`config.mk`:
```
export PLATFORM = sky130hd
export DESIGN_NAME = pipe_regs
export DESIGN_NICKNAME = d
export VERILOG_FILES = /design/src/rtl/pipe_pkg.sv /design/src/rtl/pipe_stage.sv /design/src/rtl/pipe_regs.sv
export SDC_FILE = /design/constraint.sdc
export NUM_CORES = 1
export LEC_CHECK = 0
export CORE_MARGIN = 3
export CORE_UTILIZATION = 37
export DETAILED_ROUTE_END_ITERATION = 8
export PLACE_DENSITY = 0.8
export SYNTH_ARGS = -nofsm -noshare
export SYNTH_HDL_FRONTEND = slang
export SYNTH_SLANG_ARGS = --single-unit
export TNS_END_PERCENT = 20
```
`constraint.sdc`:
```
create_clock -name clk -period 1.1 [get_ports clk]
set_clock_uncertainty 0.2 [all_clocks]
set_input_delay 0.22 -clock clk [delete_from_list [all_inputs] [get_ports clk]]
set_output_delay 0.22 -clock clk [all_outputs]
set_load 0.02 [all_outputs]
```
`src/rtl/pipe_pkg.sv`:
```
// Shared types and constants for the pipe_regs register chain.
// The stage record uses the default field widths of the chain.
package pipe_pkg;

  localparam int IRW_DEF  = 32;
  localparam int PCW_DEF  = 32;
  localparam int EXCW_DEF = 5;

  localparam logic [EXCW_DEF-1:0] EXC_NONE = 5'd0;

  typedef struct packed {
    logic [IRW_DEF-1:0]  ir;
    logic [PCW_DEF-1:0]  pc4;
    logic [EXCW_DEF-1:0] exc;
    logic                bd;
    logic                valid;
  } pipe_rec_t;

  localparam pipe_rec_t PIPE_BUBBLE = '0;

endpackage

```
`src/rtl/pipe_stage.sv`:
```
// One register stage of the pipe_regs chain.
// Priority: flush (bubble) > advance > hold. An advancing stage whose
// upstream is holding takes a bubble rather than a copy of upstream.
module pipe_stage
  import pipe_pkg::*;
#(
  parameter int IRW           = IRW_DEF,
  parameter int PCW           = PCW_DEF,
  parameter int EXCW          = EXCW_DEF,
  parameter bit FLUSH_KEEP_PC = 1'b0
) (
  input  logic            clk,
  input  logic            rst_n,
  input  logic            en,
  input  logic            up_en,
  input  logic            flush,
  input  logic [IRW-1:0]  src_ir,
  input  logic [PCW-1:0]  src_pc4,
  input  logic [EXCW-1:0] src_exc,
  input  logic            src_bd,
  input  logic            src_valid,
  output logic [IRW-1:0]  q_ir,
  output logic [PCW-1:0]  q_pc4,
  output logic [EXCW-1:0] q_exc,
  output logic            q_bd,
  output logic            q_valid
);

  // Stage register: flush, then advance (source or bubble), else hold.
  always_ff @(posedge clk or negedge rst_n) begin
    if (!rst_n) begin
      q_ir    <= '0;
      q_pc4   <= '0;
      q_exc   <= '0;
      q_bd    <= 1'b0;
      q_valid <= 1'b0;
    end else if (flush) begin
      q_ir    <= '0;
      q_pc4   <= FLUSH_KEEP_PC ? src_pc4 : '0;
      q_exc   <= EXCW'(EXC_NONE);
      q_bd    <= 1'b0;
      q_valid <= 1'b0;
    end else if (en) begin
      if (up_en) begin
        q_ir    <= src_ir;
        q_pc4   <= src_pc4;
        q_exc   <= src_exc;
        q_bd    <= src_bd;
        q_valid <= src_valid;
      end else begin
        q_ir    <= '0;
        q_pc4   <= '0;
        q_exc   <= EXCW'(EXC_NONE);
        q_bd    <= 1'b0;
        q_valid <= 1'b0;
      end
    end
  end

endmodule

```
`src/rtl/pipe_regs.sv`:
```
// Multi-stage pipeline register chain (IF/ID when DEPTH=1).
// Optional perf counters are built when PIPE_REGS_PERF_EN is defined;
// otherwise stall_cnt/flush_cnt are tied to zero.
module pipe_regs
  import pipe_pkg::*;
#(
  parameter int DEPTH         = 1,
  parameter int IRW           = IRW_DEF,
  parameter int PCW           = PCW_DEF,
  parameter int EXCW          = EXCW_DEF,
  parameter bit FLUSH_KEEP_PC = 1'b0
) (
  input  logic             clk,
  input  logic             rst_n,
  input  logic [DEPTH-1:0] en,
  input  logic [DEPTH-1:0] clr,
  input  logic             hwint,
  input  logic [IRW-1:0]   in_ir,
  input  logic [PCW-1:0]   in_pc4,
  input  logic [EXCW-1:0]  in_exc,
  input  logic             in_bd,
  input  logic             in_valid,
  output logic [IRW-1:0]   out_ir,
  output logic [PCW-1:0]   out_pc4,
  output logic [EXCW-1:0]  out_exc,
  output logic             out_bd,
  output logic             out_valid,
  output logic [DEPTH-1:0] stage_valid,
  output logic [31:0]      stall_cnt,
  output logic [31:0]      flush_cnt
);

  // Element 0 is the chain input, element i+1 is the output of stage i.
  logic [IRW-1:0]  ir_c    [DEPTH+1];
  logic [PCW-1:0]  pc4_c   [DEPTH+1];
  logic [EXCW-1:0] exc_c   [DEPTH+1];
  logic [DEPTH:0]  bd_c;
  logic [DEPTH:0]  valid_c;

  assign ir_c[0]    = in_ir;
  assign pc4_c[0]   = in_pc4;
  assign exc_c[0]   = in_exc;
  assign bd_c[0]    = in_bd;
  assign valid_c[0] = in_valid;

  for (genvar i = 0; i < DEPTH; i++) begin : g_stage
    logic up_en;
    if (i == 0) begin : g_head
      assign up_en = 1'b1;
    end else begin : g_body
      assign up_en = en[i-1];
    end

    pipe_stage #(
      .IRW           (IRW),
      .PCW           (PCW),
      .EXCW          (EXCW),
      .FLUSH_KEEP_PC (FLUSH_KEEP_PC)
    ) u_stage (
      .clk       (clk),
      .rst_n     (rst_n),
      .en        (en[i]),
      .up_en     (up_en),
      .flush     (hwint | clr[i]),
      .src_ir    (ir_c[i]),
      .src_pc4   (pc4_c[i]),
      .src_exc   (exc_c[i]),
      .src_bd    (bd_c[i]),
      .src_valid (valid_c[i]),
      .q_ir      (ir_c[i+1]),
      .q_pc4     (pc4_c[i+1]),
      .q_exc     (exc_c[i+1]),
      .q_bd      (bd_c[i+1]),
      .q_valid   (valid_c[i+1])
    );

    assign stage_valid[i] = valid_c[i+1];
  end

  assign out_ir    = ir_c[DEPTH];
  assign out_pc4   = pc4_c[DEPTH];
  assign out_exc   = exc_c[DEPTH];
  assign out_bd    = bd_c[DEPTH];
  assign out_valid = valid_c[DEPTH];

`ifdef PIPE_REGS_PERF_EN
  logic [31:0] stall_cnt_q;
  logic [31:0] flush_cnt_q;
  logic        stall_ev;
  logic        flush_ev;

  assign stall_ev = |(~en & stage_valid);
  assign flush_ev = hwint | (|clr);

  // Saturating event counters.
  always_ff @(posedge clk or negedge rst_n) begin
    if (!rst_n) begin
      stall_cnt_q <= '0;
      flush_cnt_q <= '0;
    end else begin
      if (stall_ev && (stall_cnt_q != 32'hFFFF_FFFF)) stall_cnt_q <= stall_cnt_q + 32'd1;
      if (flush_ev && (flush_cnt_q != 32'hFFFF_FFFF)) flush_cnt_q <= flush_cnt_q + 32'd1;
    end
  end

  assign stall_cnt = stall_cnt_q;
  assign flush_cnt = flush_cnt_q;
`else
  assign stall_cnt = '0;
  assign flush_cnt = '0;
`endif

`ifndef SYNTHESIS
  // A stage advancing into a holding, valid downstream stage drops data.
  for (genvar i = 0; i < DEPTH-1; i++) begin : g_stall_chk
    a_stall_legal: assert property (@(posedge clk) disable iff (!rst_n)
      !(en[i] && !en[i+1] && stage_valid[i+1]))
      else $error("pipe_regs: stage %0d advanced into held valid stage %0d", i, i+1);
  end
`endif

endmodule

```
==> results of run 1 <==
-- through the flow --
step / cell area, sq um / hold slack (ps) / worst slack, ps
after floorplan: 3660 / -276 / 18.4
after global placement: 4720 / 71.8 / -444
after detailed placement: 4720 / 76.3 / -497
after CTS: 4760 / 183 / -228
after global routing: 4940 / 215 / -249
final: 4940 / 199 / -206
-- layout by cell type (no fill, tap or decap) --
cell type / count
sky130_fd_sc_hd__clkinvlp_4: 1
sky130_fd_sc_hd__clkbuf_8: 10
sky130_fd_sc_hd__nor2_2: 9
sky130_fd_sc_hd__clkinv_2: 4
sky130_fd_sc_hd__dfrtp_1: 71
sky130_fd_sc_hd__nor2_1: 62
sky130_fd_sc_hd__buf_12: 5
sky130_fd_sc_hd__mux2i_1: 71
sky130_fd_sc_hd__or2_4: 1
sky130_fd_sc_hd__buf_6: 44
sky130_fd_sc_hd__buf_4: 16
sky130_fd_sc_hd__clkdlybuf4s50_1: 73
sky130_fd_sc_hd__clkinv_4: 1
sky130_fd_sc_hd__buf_2: 29
sky130_fd_sc_hd__dlygate4sd3_1: 1
sky130_fd_sc_hd__conb_1: 64
-- layer usage --
layer	track usage [%]	vias to the layer above	wire, um
li1	-	1150	-
met1	17.9	1165	3210
met2	24.3	125	4010
met3	5.53	2	667
met4	2.72	0	29
met5	0	-	0
-- repair_timing --
action	CTS	global route
pin swaps	7	0
setup endpoints to repair	143	143
setup buffers	4	8
resized for setup	349	37
hold endpoints to repair	71	0
hold buffers	1	0
-- registers in the layout, summed over array words and instances (netlist names) --
signal,count
g_stage.u_stage.q_ir,32
g_stage.u_stage.q_exc,5
g_stage.u_stage.q_bd,1
g_stage.u_stage.q_valid,1
g_stage.u_stage.q_pc4,32
-- cell usage after synthesis, drive strengths merged --
master,instances,area [sq um]
buf,81,664
conb,1,3.75
dfrtp,71,1780
mux2i,71,711
or2,1,6.26
nor2,71,267
-- power by group through the flow --
stage               sequential, mW  combinational (mW)  clock, mW
detailed placement            2.78                1.15          0
global route                  2.75                1.24       2.00
floorplan                     2.88               0.686          0
global placement              2.78                1.13          0
finish                        2.74                1.15       1.81
CTS                           2.74                1.12       1.89
-- cell families (layout without fill, tap and decap cells) --
logic type,count (synthesis),in the layout
buf+inv,81,184
simple gates,72,72
mux,71,71
flops,71,71
other cells,1,64
-- worst max-delay path by stage --
stage / startpoint / end / slack, ps / cells past startpoint
after floorplan: en / g_stage[0].u_stage.q_bd$_DFFE_PN0P_ / 20 / 4
after global placement: clr / g_stage[0].u_stage.q_bd$_DFFE_PN0P_ / -440 / 4
after detailed placement: clr / g_stage[0].u_stage.q_ir[16]$_DFFE_PN0P_ / -500 / 4
after CTS: g_stage[0].u_stage.q_valid$_DFFE_PN0P_ / stage_valid / -230 / 1
after global routing: g_stage[0].u_stage.q_pc4[4]$_DFFE_PN0P_ / out_pc4[4] / -250 / 1
final: g_stage[0].u_stage.q_valid$_DFFE_PN0P_ / stage_valid / -210 / 1
-- cell type report --
cell class	count	area share [%]
clock buffers	10	2.79
clock inverters	6	0.735
multi-input cells	207	25.3
flip-flops and latches	71	36.0
well taps	108	2.74
repair buffers	168	32.4
==> run summary, run 1 <==
Seq. cell area - 0.00178 sq mm
sequential cell area fraction in the yosys report - 51.8%
Placement Rows - 34
number of I/O port buffers - 147
area of the core - 0.00885 sq mm
Critical Path End Type - primary output
cell breakdown of the critical path - buf_2
Clock Sinks - 71
setup repair after global routing missed its margin - true
final antenna-violating net count - 0
xor/xnor share of the synthesized area - 0%
FF-to-FF path depth - 4
run status - finished with violations
final clock period utilization by the worst path - 119%
proportion of power drawn by the clock network - 31.7%
Netlist cell types - 7
area growth from synthesis to layout - 44.0%
Post-Synthesis Mean Instance Area - 11.6 sq um
detailed-route wire length per cell - 13.9 um
share of power burned in registers - 48.1%
Fmax achieved - 766 MHz
number of standard cells in the layout, taps in and fillers out - 570
Pwr Density - 1160 mW/mm^2
global-route wire length before repair - 11.7 mm
Gate Count Post-Synth - 296
count of cells along the worst hold path - 4
count of boundary I/O pins - 212
share of power burned in combinational logic - 20.2%
estimated wirelength of the detail-placed design - 5.70 mm
area of the multi-input gates - 0.00125 sq mm
largest stage delay on the critical path - 390 ps
switching part of the total - 28.3%
area of the die - 0.0105 sq mm
simple-gate share of the synthesized area - 7.96%
compound-cell area share of the yosys netlist - 0%
post-synthesis adder-cell area fraction - 0%
reported max-cap violation count - 0
post-layout util - 55.8%
CP Data Required Time - 680 ps
multiplexer fraction of the synthesized cell area - 20.7%
global route overflow - 0
final wirelength - 7.92 mm
number of global-route vias before repair - 2372
buffers from clock root to sink, at most - 2
arrival time reported for the critical path endpoint - 890 ps
horizontal die dimension - 102 um
All-Layer GR Usage - 14.4%
Max Transition Viols Final - 0
power dissipated by switching net loads - 1.62 mW
share of layout cells above drive strength 1 - 26.0%
filler instances - 742
VDD IR max - 743 uV
number of cells after detailed placement - 541
FF-to-FF setup slack - -20 ps
total via count after detailed routing - 2442
Power Internal - 4.09 mW
worst-path cell with the longest stage delay - sky130_fd_sc_hd__dfrtp_1
clock transition at the registers of the reported paths - 80 ps
number of antenna violations at the first check in global routing - 0
Setup Viol. Count Final - 142
sum of negative setup slack - -15300 ps
leakage dissipation - 2.63 nW
post-synthesis sequential element count - 71
Setup Crit Path Kind - reg -> out
critical path launch point type - flop
PnR Total Power - 5.71 mW
diodes inserted - 0
min-delay worst type - in -> reg
cell family with most CP delay - flip-flops
CP max FO - 3
startpoint of the most critical hold path - en
count of nets after finishing - 533
clock tree from TritonCTS - done
final hold viol count - 0
routed via count divided by cell count - 4.28
reg2reg end - g_stage[0].u_stage.q_ir[9]$_DFFE_PN0P_
largest net degree at the start of global routing - 72
deepest level of the CTS H-tree - 3
gp weighted congestion - 0.690
number of CTS-inserted buffers - 9
slack of the critical path - -206 ps
largest family of logic cells by synthesized area - multiplexers
chip height - 102 um
initial core utilization - 38.7%
final critical delay including setup and external delays - 1310 ps
worst r2r src - g_stage[0].u_stage.q_ir[9]$_DFFE_PN0P_
DRC violation count after routing - 0
clock root buffer - sky130_fd_sc_hd__clkbuf_8
first-pass iteration count of the detailed router - 4
failing checks - setup timing
Buf+Inv Stages, Crit Path - 1
clk_lat worst skew - 330 ps
netlist area before placement - 0.00343 sq mm
WHS Endpoint - g_stage[0].u_stage.q_pc4[11]$_DFFE_PN0P_
yosys warns - 0
initial DRC count - 34
Note: power is estimated with default switching activity, not from simulation.
==> inputs of run 2 (changes only) <==
==> constraint.sdc (replaced) <==
create_clock -name clk -period 1.46 [get_ports clk]
set_clock_uncertainty 0.2 [all_clocks]
set_input_delay 0.292 -clock clk [delete_from_list [all_inputs] [get_ports clk]]
set_output_delay 0.292 -clock clk [all_outputs]
set_load 0.02 [all_outputs]
==> run summary, run 2 (synthesis results as in run 1) <==
Power Internal - 3.14 mW
Placement Rows - 34
Max Transition Viols Final - 0
largest stage delay on the critical path - 400 ps
All-Layer GR Usage - 14.3%
switching part of the total - 27.8%
final hold viol count - 0
deepest level of the CTS H-tree - 3
setup repair after global routing missed its margin - false
power dissipated by switching net loads - 1.21 mW
reported max-cap violation count - 0
Buf+Inv Stages, Crit Path - 1
cell breakdown of the critical path - buf_2
worst-path cell with the longest stage delay - sky130_fd_sc_hd__dfrtp_1
chip height - 102 um
filler instances - 809
gp weighted congestion - 0.706
share of power burned in combinational logic - 18.3%
largest registers ranked by flip-flop count - g_stage.u_stage.q_ir x32, g_stage.u_stage.q_pc4 x32, g_stage.u_stage.q_exc x5
area growth from synthesis to layout - 32.5%
estimated wirelength of the detail-placed design - 5.74 mm
proportion of power drawn by the clock network - 34.4%
detailed-route wire length per cell - 13.8 um
Setup Viol. Count Final - 0
share of power burned in registers - 47.3%
global route overflow - 0
global-route wire length before repair - 11.5 mm
critical path launch point type - flop
area of the core - 0.00885 sq mm
clock root buffer - sky130_fd_sc_hd__clkbuf_8
VDD IR max - 495 uV
final clock period utilization by the worst path - 95.3%
largest net degree at the start of global routing - 72
arrival time reported for the critical path endpoint - 900 ps
count of boundary I/O pins - 212
most used cells in the layout excluding fill and tap cells - sky130_fd_sc_hd__clkdlybuf4s50_1 (73), sky130_fd_sc_hd__buf_2 (73), sky130_fd_sc_hd__mux2i_1 (71), sky130_fd_sc_hd__nor2_1 (71), sky130_fd_sc_hd__dfrtp_1 (71)
worst hold slack - 314 ps
share of layout cells above drive strength 1 - 21.5%
number of global-route vias before repair - 2345
number of antenna violations at the first check in global routing - 0
cell family with most CP delay - flip-flops
diodes inserted - 0
Pwr Density - 957 mW/mm^2
DRC violation count after routing - 0
Seq. cell area - 0.00178 sq mm
leakage dissipation - 2.51 nW
Clock Sinks - 71
clock tree from TritonCTS - done
first-pass iteration count of the detailed router - 3
initial DRC count - 35
Setup Crit Path Kind - reg -> out
area of the multi-input gates - 0.00122 sq mm
final wirelength - 7.66 mm
Fmax achieved - 719 MHz
number of I/O port buffers - 147
final critical delay including setup and external delays - 1390 ps
count of nets after finishing - 519
initial core utilization - 38.7%
post-layout util - 51.3%
horizontal die dimension - 102 um
sum of negative setup slack - 0 ps
total via count after detailed routing - 2393
routed via count divided by cell count - 4.31
CP Data Required Time - 970 ps
min-delay worst type - reg -> reg
number of CTS-inserted buffers - 9
clk_lat worst skew - 330 ps
postcts setup bufs - 0
final antenna-violating net count - 0
buffers from clock root to sink, at most - 2
clock transition at the registers of the reported paths - 80 ps
run status - finished, final reports clean
area of the die - 0.0105 sq mm
Critical Path End Type - primary output
CP max FO - 2
run 2: cell count changes in the layout (fill, tap and decap cells not counted), sizes merged:
| cell | change |
|---|---|
| buf | -14 |
| bufinv | +1 |
| clkbuf | -1 |
| clkinv | -3 |
| clkinvlp | +2 |
run 2: repair_timing:
item                       in CTS  in global routing
hold endpoints to repair       71                  0
hold buffers                    1                  0
gates cloned                    0                  0
gates resized for setup       287                  1
setup endpoints to repair      72                  1
run 2: layout make-up:
type	count	share of cell area [%]
Sequential cell	71	39.1
Multi-Input combinational cell	207	26.9
Timing Repair Buffer	154	26.9
Tap cell	108	2.97
Clock buffer	9	2.73
Clock inverter	6	1.38
run 2: power groups by stage:
| stage | Sequential [mW] | Combinational [mW] | Clock, mW |
|---|---|---|---|
| 2_1_floorplan | 2.17 | 0.517 | 0 |
| 3_3_place_gp | 2.10 | 0.845 | 0 |
| 3_5_place_dp | 2.10 | 0.858 | 0 |
| 4_1_cts | 2.06 | 0.803 | 1.53 |
| 5_1_grt | 2.07 | 0.862 | 1.62 |
| 6_report | 2.06 | 0.795 | 1.50 |
run 2: metrics by stage:
stage	power (mW)	setup slack, ps	cell area [sq um]	instances
floorplan	2.69	306	3660	359
global placement	2.94	-158	4710	539
detailed placement	2.96	-199	4710	539
CTS	4.39	-16.0	4550	555
global route	4.55	22.4	4540	555
finish	4.35	69.3	4540	555
run 2: final timing paths:
| path | depth (start not counted) | start | end | slack [ps] |
|---|---|---|---|---|
| worst min-delay path | 2 | g_stage[0].u_stage.q_ir[20]$_DFFE_PN0P_ | g_stage[0].u_stage.q_ir[20]$_DFFE_PN0P_ | 310 |
| max in group asynchronous | 3 | rst_n | g_stage[0].u_stage.q_ir[11]$_DFFE_PN0P_ | 430 |
| worst max register to register | 3 | g_stage[0].u_stage.q_ir[6]$_DFFE_PN0P_ | g_stage[0].u_stage.q_ir[6]$_DFFE_PN0P_ | 480 |
| worst min register to register | 2 | g_stage[0].u_stage.q_ir[20]$_DFFE_PN0P_ | g_stage[0].u_stage.q_ir[20]$_DFFE_PN0P_ | 310 |
| min in group asynchronous | 3 | rst_n | g_stage[0].u_stage.q_ir[1]$_DFFE_PN0P_ | 320 |
| worst max-delay path | 1 | g_stage[0].u_stage.q_exc[1]$_DFFE_PN0P_ | out_exc[1] | 70 |
run 2: metal layers:
metal / global-route usage [%] / part of all wire [%]
met1: 17.4 / 41
met4: 4.24 / 1.1
met2: 24.1 / 50
met3: 4.71 / 8.3
met5: 0 / 0
==> inputs of run 3 (changes only) <==
--- a/config.mk
+++ b/config.mk
@@ -5,8 +5,8 @@
 export SDC_FILE = /design/constraint.sdc
 export NUM_CORES = 1
 export LEC_CHECK = 0
-export CORE_MARGIN = 3
 export CORE_UTILIZATION = 37
+export CTS_CLUSTER_SIZE = 16
 export DETAILED_ROUTE_END_ITERATION = 8
 export PLACE_DENSITY = 0.8
 export SYNTH_ARGS = -nofsm -noshare
==> run summary, run 3 (synthesis results as in run 1) <==
run status - finished with violations
failing checks - DRC
Setup Viol. Count Final - 0
routed via count divided by cell count - 4.21
largest registers ranked by flip-flop count - g_stage.u_stage.q_ir x32, g_stage.u_stage.q_pc4 x32, g_stage.u_stage.q_exc x5
VDD IR max - 495 uV
slack of the critical path - 69.9 ps
deepest level of the CTS H-tree - 3
chip height - 98.3 um
count of nets after finishing - 518
arrival time reported for the critical path endpoint - 900 ps
power dissipated by switching net loads - 1.15 mW
number of I/O port buffers - 147
largest stage delay on the critical path - 400 ps
share of power burned in combinational logic - 18.4%
final clock period utilization by the worst path - 95.2%
buffers from clock root to sink, at most - 2
detailed-route wire length per cell - 12.7 um
CP Data Required Time - 970 ps
estimated wirelength of the detail-placed design - 5.04 mm
count of boundary I/O pins - 212
worst-path cell with the longest stage delay - sky130_fd_sc_hd__dfrtp_1
reg2reg end - g_stage[0].u_stage.q_exc[1]$_DFFE_PN0P_
first-pass iteration count of the detailed router - 8
global route overflow - 0
final wirelength - 7.05 mm
most used cells in the layout excluding fill and tap cells - sky130_fd_sc_hd__clkdlybuf4s50_1 (73), sky130_fd_sc_hd__buf_2 (73), sky130_fd_sc_hd__mux2i_1 (71), sky130_fd_sc_hd__nor2_1 (71), sky130_fd_sc_hd__dfrtp_1 (71)
filler instances - 816
Buf+Inv Stages, Crit Path - 1
Pwr Density - 948 mW/mm^2
reported max-cap violation count - 0
cell family with most CP delay - flip-flops
clock transition at the registers of the reported paths - 80 ps
DP Worst Slack - -204 ps
largest net degree at the start of global routing - 72
share of layout cells above drive strength 1 - 20.9%
FF-to-FF setup slack - 550 ps
Fmax achieved - 719 MHz
launch point of the worst path - g_stage[0].u_stage.q_pc4[26]$_DFFE_PN0P_
Seq. cell area - 0.00178 sq mm
critical path launch point type - flop
worst r2r src - g_stage[0].u_stage.q_exc[1]$_DFFE_PN0P_
area of the multi-input gates - 0.00122 sq mm
number of global-route vias before repair - 2239
number of CTS-inserted buffers - 9
area growth from synthesis to layout - 32.1%
min-delay worst type - in -> async
Setup Crit Path Kind - reg -> out
number of antenna violations at the first check in global routing - 0
final hold viol count - 0
CP max FO - 2
setup repair after global routing missed its margin - false
area of all placed cells without fillers - 0.00453 sq mm
gp weighted congestion - 0.665
Critical Path End Type - primary output
post-layout util - 51.2%
diodes inserted - 0
global-route wire length before repair - 11.3 mm
All-Layer GR Usage - 14.8%
Worst setup endpoint - out_pc4[26]
final critical delay including setup and external delays - 1390 ps
area of the core - 0.00885 sq mm
Clock Sinks - 71
placed instance area - 0.00470 sq mm
Placement Rows - 34
cell breakdown of the critical path - buf_2
total via count after detailed routing - 2334
Power Internal - 3.14 mW
clk_lat worst skew - 320 ps
share of power burned in registers - 47.9%
DRC violation count after routing - 17
CP Depth - 1
clock root buffer - sky130_fd_sc_hd__clkbuf_8
FF-to-FF path depth - 2
initial DRC count - 76
proportion of power drawn by the clock network - 33.6%
final antenna-violating net count - 0
leakage dissipation - 2.51 nW
horizontal die dimension - 98.3 um
clock tree from TritonCTS - done
switching part of the total - 26.8%
Max Transition Viols Final - 0
area of the die - 0.00966 sq mm
initial core utilization - 38.7%
-- run 3: cell count changes in the layout (fill, tap and decap cells not counted), sizes merged --
cell / delta
buf: -1
clkinvlp: -2
clkbuf: +2
-- run 3: layout make-up --
cell class,count,area share [%]
tap,108,2.98
multi-input combinational,207,27.0
sequential,71,39.2
clock inverter,4,1.05
timing repair buffer,153,26.8
clock buffer,11,2.90
-- run 3: through the flow --
step	power [mW]	TNS, ps	cells	hold slack, ps
6_report	4.29	0	554	307
5_1_grt	4.52	0	554	334
4_1_cts	4.38	-20.9	554	314
3_5_place_dp	2.95	-11430	538	144
3_3_place_gp	2.94	-9790	538	142
2_1_floorplan	2.69	0	359	-204
-- run 3: how the worst min path moves through the flow --
stage                                            start                                       to  slack (ps)  depth (start not counted)
3_5_place_dp                                     rst_n  g_stage[0].u_stage.q_exc[3]$_DFFE_PN0P_         140                          2
6_report                                         rst_n  g_stage[0].u_stage.q_exc[3]$_DFFE_PN0P_         310                          3
2_1_floorplan                                    rst_n      g_stage[0].u_stage.q_bd$_DFFE_PN0P_        -200                          0
4_1_cts                                          rst_n  g_stage[0].u_stage.q_exc[3]$_DFFE_PN0P_         310                          3
3_3_place_gp                                     rst_n  g_stage[0].u_stage.q_exc[3]$_DFFE_PN0P_         140                          2
5_1_grt        g_stage[0].u_stage.q_pc4[5]$_DFFE_PN0P_  g_stage[0].u_stage.q_pc4[5]$_DFFE_PN0P_         330                          2
-- run 3: layer usage --
metal	global-route usage (%)	wire length, um	up-vias
met5	0	0	-
met1	19.2	3010	1088
li1	-	-	1117
met2	22.8	3290	125
met4	5.86	42	0
met3	5.01	700	4
-- run 3: what timing repair did --
action,4_1_cts,5_1_grt
resized for setup,287,1
buffers inserted,0,0
hold buffers,1,0
setup endpoints to repair,72,1
endpoints found under the hold margin,71,0
-- run 3: power by group through the flow --
stage / clock network [mW] / logic [mW] / registers (mW)
2_1_floorplan: 0 / 0.517 / 2.17
3_3_place_gp: 0 / 0.842 / 2.10
3_5_place_dp: 0 / 0.855 / 2.10
4_1_cts: 1.52 / 0.799 / 2.06
5_1_grt: 1.61 / 0.853 / 2.07
6_report: 1.44 / 0.791 / 2.06
